$ cat config.mk
export PLATFORM = sky130hd
export DESIGN_NAME = tick_timer
export DESIGN_NICKNAME = d
export VERILOG_FILES = /design/src/rtl/tick_timer.sv
export SDC_FILE = /design/constraint.sdc
export NUM_CORES = 1
export LEC_CHECK = 0
export ABC_AREA = 0
export BUFFER_PORTS_ARGS = -buffer_cell sky130_fd_sc_hd__buf_2
export CAP_MARGIN = 30
export CORE_AREA = 2 2 65 67
export DETAILED_ROUTE_END_ITERATION = 10
export DIE_AREA = 0 0 67 69
export PLACE_DENSITY = 0.6
export SYNTH_ARGS = -nofsm -noshare
export SYNTH_HDL_FRONTEND = slang
export SYNTH_SLANG_ARGS = --single-unit
$ cat constraint.sdc
create_clock -name clk -period 3 [get_ports clk]
set_input_delay 0 -clock clk [delete_from_list [all_inputs] [get_ports clk]]
set_output_delay 0 -clock clk [all_outputs]
set_load 0.03 [all_outputs]
$ cat src/rtl/tick_timer.sv
// Tick-driven down-counter with IDLE/RUN/PAUSE/DONE control and a reload register.
// Define TICK_TIMER_AUTORELOAD_EN for periodic mode (reload on expiry, stay in RUN).
module tick_timer #(
  parameter int unsigned WIDTH = 8
) (
  input  logic             clk,
  input  logic             rst,
  input  logic             tick,
  input  logic             start,
  input  logic             stop,
  input  logic             load,
  input  logic [WIDTH-1:0] load_val,
  output logic [WIDTH-1:0] count,
  output logic             busy,
  output logic             done
);

  typedef enum logic [1:0] {StIdle, StRun, StPause, StDone} state_e;

  state_e           state_q, state_d;
  logic [WIDTH-1:0] count_q, count_d;
  logic [WIDTH-1:0] reload_q, reload_d;
  logic             busy_q;
  logic             done_q, done_d;

  always_ff @(posedge clk or posedge rst) begin
    if (rst) begin
      state_q  <= StIdle;
      count_q  <= '0;
      reload_q <= '0;
      busy_q   <= 1'b0;
      done_q   <= 1'b0;
    end else begin
      state_q  <= state_d;
      count_q  <= count_d;
      reload_q <= reload_d;
      busy_q   <= (state_d == StRun);
      done_q   <= done_d;
    end
  end

  always_comb begin
    state_d  = state_q;
    count_d  = count_q;
    reload_d = reload_q;
    done_d   = 1'b0;
    case (state_q)
      StIdle: begin
        // A load wins over start; stop wins over start.
        if (load) begin
          reload_d = load_val;
          count_d  = load_val;
        end else if (start && !stop && (count_q != '0)) begin
          state_d = StRun;
        end
      end
      StRun: begin
        if (stop) begin
          state_d = StPause;
        end else if (tick) begin
          if (count_q > WIDTH'(1)) begin
            count_d = count_q - WIDTH'(1);
          end else if (count_q == WIDTH'(1)) begin
            done_d = 1'b1;
`ifdef TICK_TIMER_AUTORELOAD_EN
            count_d = reload_q;
`else
            count_d = '0;
            state_d = StDone;
`endif
          end
        end
      end
      StPause: begin
        if (load) begin
          reload_d = load_val;
          count_d  = load_val;
        end else if (stop) begin
          state_d = StIdle;
        end else if (start) begin
          state_d = StRun;
        end
      end
      StDone: begin
        if (load) begin
          reload_d = load_val;
          count_d  = load_val;
        end else if (stop) begin
          state_d = StIdle;
        end else if (start && (reload_q != '0)) begin
          count_d = reload_q;
          state_d = StRun;
        end
      end
      default: state_d = StIdle;
    endcase
  end

  assign count = count_q;
  assign busy  = busy_q;
  assign done  = done_q;

endmodule

==> results of run 1 <==
worst max path at each step:
stage,startpoint,to,slack [ps],cells after the start
after CTS,count[1],count[4],710,7
after global routing,count[1],count[4],590,7
after floorplan,count[0],count[6],780,7
after global placement,count[1],count[6],780,7
final,count[1],count[4],710,7
after detailed placement,count[1],count[6],720,7
sequential cells by signal, summed over array words and instances (netlist names):
register  flops
reload_q      8
state_q       2
count         8
done          1
busy          1
layout make-up:
type,count,area [um^2]
multi-input combinational,93,663
fill,408,2440
tap,50,62.6
clock buffer,4,55.1
sequential,20,500
inverter,6,22.5
timing repair buffer,28,165
logic make-up (layout without fill, tap and decap cells):
kind of cell	after synthesis	after routing	synth area share, %
compound gates	41	41	27.1
fa+ha+maj	2	2	2.07
buf+inv	9	38	3.83
flops	20	20	41.4
mux	8	8	7.45
simple gates	42	42	18.2
stage by stage:
step                instance area [um^2]  hold slack, ps  power (W)
finish                              1470            7.16    0.00108
global placement                    1360             176   0.000859
floorplan                           1210           -36.2   0.000747
CTS                                 1470            3.71    0.00108
global route                        1470            5.15    0.00115
detailed placement                  1360             196   0.000867
power groups by stage:
stage                     combinational [W]  sequential, W  clock (W)
after floorplan                    0.000246       0.000500          0
after global placement             0.000420       0.000439          0
after detailed placement           0.000422       0.000445          0
after CTS                          0.000429       0.000439   0.000212
after global routing               0.000466       0.000454   0.000230
final                              0.000428       0.000441   0.000210
synthesized netlist by cell type, types with 2 or more instances:
cell type | number | area [um^2]
o21ai_0 | 9 | 45.0
mux2_2 | 8 | 90.1
nor2b_1 | 3 | 18.8
a221oi_1 | 3 | 26.3
nand2_1 | 10 | 37.5
inv_1 | 6 | 22.5
a21oi_1 | 4 | 20.0
or4_4 | 2 | 22.5
o211ai_1 | 2 | 15.0
a22oi_1 | 3 | 22.5
a22o_1 | 3 | 26.3
or3_1 | 2 | 12.5
dfrtp_1 | 20 | 500
nor3_1 | 5 | 25.0
o21ai_1 | 2 | 10.0
a222oi_1 | 2 | 20.0
nor2_1 | 10 | 37.5
a31oi_1 | 3 | 18.8
ha_1 | 2 | 25.0
a211oi_1 | 2 | 15.0
nor4_1 | 3 | 18.8
worst max-delay path: cells and delay by family (launching register included):
kind,cells,cell delay [ps]
buffers and inverters,1,100
flip-flops,1,430
AO/OA/AOI/OAI,3,460
AND/OR/NAND/NOR,2,930
adder cells (fa/ha/maj),1,260
routing by layer:
layer | vias to the layer above | GRT usage [%]
li1 | 534 | -
met1 | 530 | 21.3
met2 | 51 | 20.5
met3 | 6 | 2.77
met4 | 0 | 4.54
met5 | - | 0
==> out/results.ini, run 1 <==
[outcome]
outcome=complete, no violations

[worst_hold_path]
worstHoldPathType=in -> reg
holdPathEnd=reload_q[3]
min_path_cells=2
min_from=load_val[3]

[critical_path]
arrival_ps=2440
r2r_start=count[1]
end_kind=register
path_class=reg -> reg
rr_worst_depth=7
cp_slowest_stage_delay_ps=480
critPathMaxFanout=15
cp_cell_sequence=inv_1, ha_1, or4b_1, or4_4, o311ai_4, a21oi_1, o22a_1
cp-start-kind=register
rr_endpoint=count[4]
crit_required_ps=3150
critPathSlowestCell=or4b_1
rrSetupSlack_ps=710

[timing]
max_clock_freq_ghz=0.436
fin_setup_tns_ps=0
setup_violations=0
slew_viol_final=0
finalCritPeriodShare_pct=76.4
fin_crit_ps=2290
rsz0062_at_grt=false
hold_viol_final=0
worst_pin_slew_ps=785
fin_ws_ps=707
maxSlewHeadroom_pct=47.6
fin_skew_ps=2.33

[power]
p_per_area_nw_per_um2=735
clkPwrFrac_pct=19.5
p_sw_w=0.000469
p_int_w=0.000611
pwr-share-comb_pct=39.6
ir_worst_vdd_v=0.000284
power.leakage_nw=0.606
swShare_pct=43.4
seqPwrFrac_pct=40.9

[layout]
post-route-util_pct=37.5
stdcell_count=201
layout-drive-gt1-share_pct=27.8
final_nets=168
synthToLayoutAreaGrowth_pct=21.4
layout_common_cells=buf_2, dfrtp_1, nand2_1, nor2_1, o21ai_0
final_common_cell=buf_2
num_antenna_cells=0

[floorplan]
fp.coreArea_um2=3910
die-width_um=67
die-area_um2=4620
fp.dieH_um=69
start_util_pct=30.9
io_pins=24
rows=23

[synthesis]
netlist_instances=122
async_reset_ff_share_pct=100
yosysWarningCount=0
syn_area_per_cell_um2=9.92
syn_area_um2=1210
ys_seq_area_share_pct=41.4
synth_seq_cells=20
netlist-cell-type-count=39
synth_nets=138
ys.flop_type=dfrtp_1
synth_edf_count=0

[drt]
wl_um=3110
drcViolationCount=0
topRoutingLayerUsed=met4
wl_met2_um=1430
vias=1121
m1WireLength_um=1420
drtPass1Iterations=5
viasPerCell=5.58
wl_per_cell_um=15.5
wl_met3_um=226
drt_iter0_markers=69
ant_nets=0

[global_route]
grt_util_all_layers_pct=14.2
first_global_vias=1018
grt_pass1_wl_um=5110
antenna_found_initial=0
grt_overflow=0
grt_max_degree=21

[clock_network]
clock_latency_ps=260
cts_inserted_buffers=3
cts_tree=built
post_cts_resized=0
clock_sinks=20
cts_setup_buffers=0
hold_buffers=5
cts_buffer_depth=2
htreeDepth=1
cts_root_buf=clkbuf_8
path_clk_slew_ps=80

[place]
gp_congestion=0.898
port_buffers=23
place_ws_ps=723
hpwl_um=2390
dp.cells=192

[run]
drv_cap=0

(Power assumes the default switching activity.)
==> inputs of run 2 (changes only) <==
Settings changed: PLACE_DENSITY 0.6 to 0.62.
Clock period 3 ns to 1.95 ns, I/O delays scaled along.
==> out/results.ini, run 2 (synthesized netlist as in run 1, its figures left out) <==
[floorplan]
die-area_um2=4620
start_util_pct=30.9
io_pins=24
rows=23
die-width_um=67
fp.coreArea_um2=3910
fp.dieH_um=69

[timing]
maxSlewHeadroom_pct=48.3
slew_viol_final=0
rsz0062_at_grt=true
fin_crit_ps=2070
finalCritPeriodShare_pct=106
fin_skew_ps=0.818
hold_viol_final=0
setup_violations=9
worst_pin_slew_ps=775
fin_ws_ps=-124
max_clock_freq_ghz=0.482

[clock_network]
cts_inserted_buffers=3
htreeDepth=1
path_clk_slew_ps=70
clock_latency_ps=260
cts_tree=built
cts_root_buf=clkbuf_8
cts_buffer_depth=2
clock_sinks=20

[critical_path]
critPathMaxFanout=3
arrival_ps=2220
end_kind=register
path_class=reg -> reg
crit_start=count[6]
rr_worst_depth=6
crit_required_ps=2100
cp-start-kind=register
r2r_start=count[6]

[layout]
final_nets=196
layout_common_cells=buf_4, buf_2, dfrtp_1, nor2_1
fin_area_um2=1760
layout-drive-gt1-share_pct=48.0
stdcell_count=229
final_common_cell=buf_4
synthToLayoutAreaGrowth_pct=45.1
post-route-util_pct=44.9
num_antenna_cells=0

[drt]
drt_iter0_markers=62
viasPerCell=5.50
drcViolationCount=0
vias=1260
wl_per_cell_um=15.9
drtPass1Iterations=4
ant_nets=0
wl_um=3630

[global_route]
grt_max_degree=21
antenna_found_initial=0
first_global_vias=1287
grt_util_all_layers_pct=16.8
grt_overflow=0
grt_pass1_wl_um=5990

[place]
dp.cells=215
hpwl_um=2560
post_dp_cell_area_um2=1560
gp_congestion=0.877
port_buffers=23

[power]
power.leakage_nw=0.740
ir_worst_vdd_v=0.000499
p_per_area_nw_per_um2=1120

[outcome]
outcome=finished, violations left
violations=negative setup slack

[worst_hold_path]
min_from=load_val[7]
worstHoldPathType=in -> reg
min_path_cells=2

[run]
drv_cap=0

-- run 2: changes by cell type in the layout (fill, tap and decap cells not counted), sizes merged --
cell | before | now
buf | 23 | 49
dlygate4sd3 | 5 | 6
o311ai | 1 | 2
-- run 2: area by class of cell --
cell class,count,area [um^2]
clock buffers,4,45.0
flip-flops and latches,20,507
inverters,6,22.5
multi-input cells,94,741
well taps,50,62.6
repair buffers,55,378
fillers,399,2160
-- run 2: final timing paths --
path	end	slack (ps)
worst max register to register	busy	-120
worst max-delay path	busy	-120
worst min-delay path	reload_q[7]	10
worst min register to register	reload_q[2]	540
min in group asynchronous	reload_q[0]	420
max in group asynchronous	count[4]	990
-- run 2: layer usage --
metal	GRT usage, %	vias to the layer above	routed length (um)
met5	0	-	0
met2	27.5	53	1830
met1	22.7	608	1600
met4	4.54	0	34
li1	-	594	-
met3	2.45	5	168
-- run 2: critical path, cell delays in order (launching register included) --
cell and delay, ps:
dfrtp_2 410, or4_4 570, buf_4 170, buf_4 130
or2_2 310, a32o_1 240, nor2b_1 130
-- run 2: repair_timing --
action | CTS | global route
endpoints found under the setup margin | 9 | 12
buffers inserted | 3 | 0
gates resized for setup | 6 | 8
hold buffers | 6 | 0
hold endpoints to repair | 25 | 0
pin swaps | 7 | 5
gates cloned | 1 | 0
-- run 2: report_power, final --
part / leakage, nW / switching (W) / total [W] / internal, W
Sequential: 0.237 / 0.0000700 / 0.000597 / 0.000527
Combinational: 0.480 / 0.000627 / 0.00109 / 0.000459
Clock: 0.0228 / 0.000136 / 0.000281 / 0.000146
-- run 2: stage by stage --
step           hold WS [ps]  TNS [ps]  setup slack (ps)  power [W]
6_report               14.8      -626              -124    0.00196
4_1_cts                11.0      -813              -129    0.00193
3_3_place_gp            161      -535              -109    0.00155
2_1_floorplan         -36.5      -924              -144    0.00119
3_5_place_dp            177      -575              -124    0.00159
5_1_grt                22.9     -1300              -168    0.00209
==> inputs of run 3 (changes only) <==
Settings changed: SETUP_SLACK_MARGIN set to 0.02.
==> out/results.ini, run 3 (synthesized netlist as in run 1, its figures left out) <==
[floorplan]
start_util_pct=30.9
rows=23
io_pins=24
fp.coreArea_um2=3910
die-width_um=67
fp.dieH_um=69
die-area_um2=4620

[drt]
ant_nets=0
viasPerCell=5.45
drt_iter0_markers=51
drtPass1Iterations=4
wl_um=3450
wl_per_cell_um=15.3
vias=1231
drcViolationCount=0

[timing]
max_clock_freq_ghz=0.487
fin_ws_ps=-102
holdWs_ps=6.69
worst_pin_slew_ps=776
slew_viol_final=0
setup_violations=8
hold_viol_final=0
fin_crit_ps=2050
fin_skew_ps=8.00
rsz0062_at_grt=true
finalCritPeriodShare_pct=105
maxSlewHeadroom_pct=48.2

[layout]
n_fill_cell=391
final_common_cell=buf_4
num_antenna_cells=0
layout_common_cells=buf_4, buf_2, dfrtp_1, nor2_1
synthToLayoutAreaGrowth_pct=42.2
layout-drive-gt1-share_pct=48.3
post-route-util_pct=44.0
final_nets=193
fin_area_um2=1720

[critical_path]
crit_required_ps=2080
cp-start-kind=register
end_kind=register
cp_cell_sequence=inv_2, ha_4, or4b_4, or4_4, o311ai_4, buf_4, o21ai_1
cp_num_buf_inv=2
arrival_ps=2180
cp_slowest_stage_delay_ps=460
path_class=reg -> reg
critPathMaxFanout=5
crit_family=simple AND/OR/NAND/NOR gates
critPathSlowestCell=or4_4

[global_route]
grt_util_all_layers_pct=16.4
grt_max_degree=21
first_global_vias=1292
antenna_found_initial=0
grt_pass1_wl_um=5940
grt_overflow=0

[power]
p_per_area_nw_per_um2=1140
power.leakage_nw=0.728
ir_worst_vdd_v=0.000397

[clock_network]
cts_inserted_buffers=3
htreeDepth=1
clock_latency_ps=260
path_clk_slew_ps=80
cts_tree=built
cts_root_buf=clkbuf_8
clock_sinks=20
cts_buffer_depth=2

[place]
port_buffers=23
gp_congestion=0.948
hpwl_um=2640
post_dp_cell_area_um2=1560

[outcome]
outcome=finished, violations left
violations=negative setup slack

[run]
drv_cap=0

[worst_hold_path]
worstHoldPathType=in -> reg

## run 3: cell types whose count changed in the layout (fill, tap and decap cells not counted), sizes merged
cell         delta
dlygate4sd3     -2
buf             -1
## run 3: worst paths after layout
path | from | end | slack [ps] | cells after the start
max | count[1] | count[7] | -100 | 7
min | load_val[2] | reload_q[2] | 7 | 2
max reg2reg | count[1] | count[7] | -100 | 7
min reg2reg | reload_q[6] | reload_q[6] | 550 | 1
max in group asynchronous | rst | count[4] | 990 | 3
min in group asynchronous | rst | reload_q[0] | 420 | 3
## run 3: report_power, final
group          internal [W]  switching (W)  total, W
Sequential         0.000527      0.0000702  0.000597
Combinational      0.000441       0.000599   0.00104
Clock              0.000180       0.000137  0.000317
## run 3: metrics by stage
step	setup slack (ps)	setup TNS (ps)	total power [W]	cells
floorplan	-144	-924	0.00119	122
detailed placement	-109	-592	0.00158	215
global route	-144	-1090	0.00207	226
CTS	-99.3	-553	0.00193	225
global placement	-73.8	-403	0.00155	215
finish	-102	-716	0.00195	226
## run 3: timing repair
action / 4_1_cts / 5_1_grt
setup endpoints to repair: 7 / 8
pin swaps: 2 / 1
endpoints found under the hold margin: 23 / 0
hold buffers: 4 / 0
gates cloned: 1 / 0
buffers inserted: 1 / 1
gates resized for setup: 4 / 7
## run 3: cell type report
class | count | area [um^2] | area share [%]
inverter | 6 | 22.5 | 1.31
clock buffer | 4 | 55.1 | 3.20
timing repair buffer | 52 | 343 | 19.9
tap | 50 | 62.6 | 3.64
sequential | 20 | 507 | 29.5
multi-input combinational | 94 | 731 | 42.5
## run 3: per-layer routing
layer | share of wire, % | wire length [um] | vias up | global-route usage (%)
met1 | 44 | 1510 | 590 | 22.9
met4 | 1.7 | 59 | 0 | 5.44
met5 | 0 | 0 | - | 0
li1 | - | - | 588 | -
met3 | 6.0 | 206 | 4 | 1.96
met2 | 49 | 1670 | 49 | 26.0
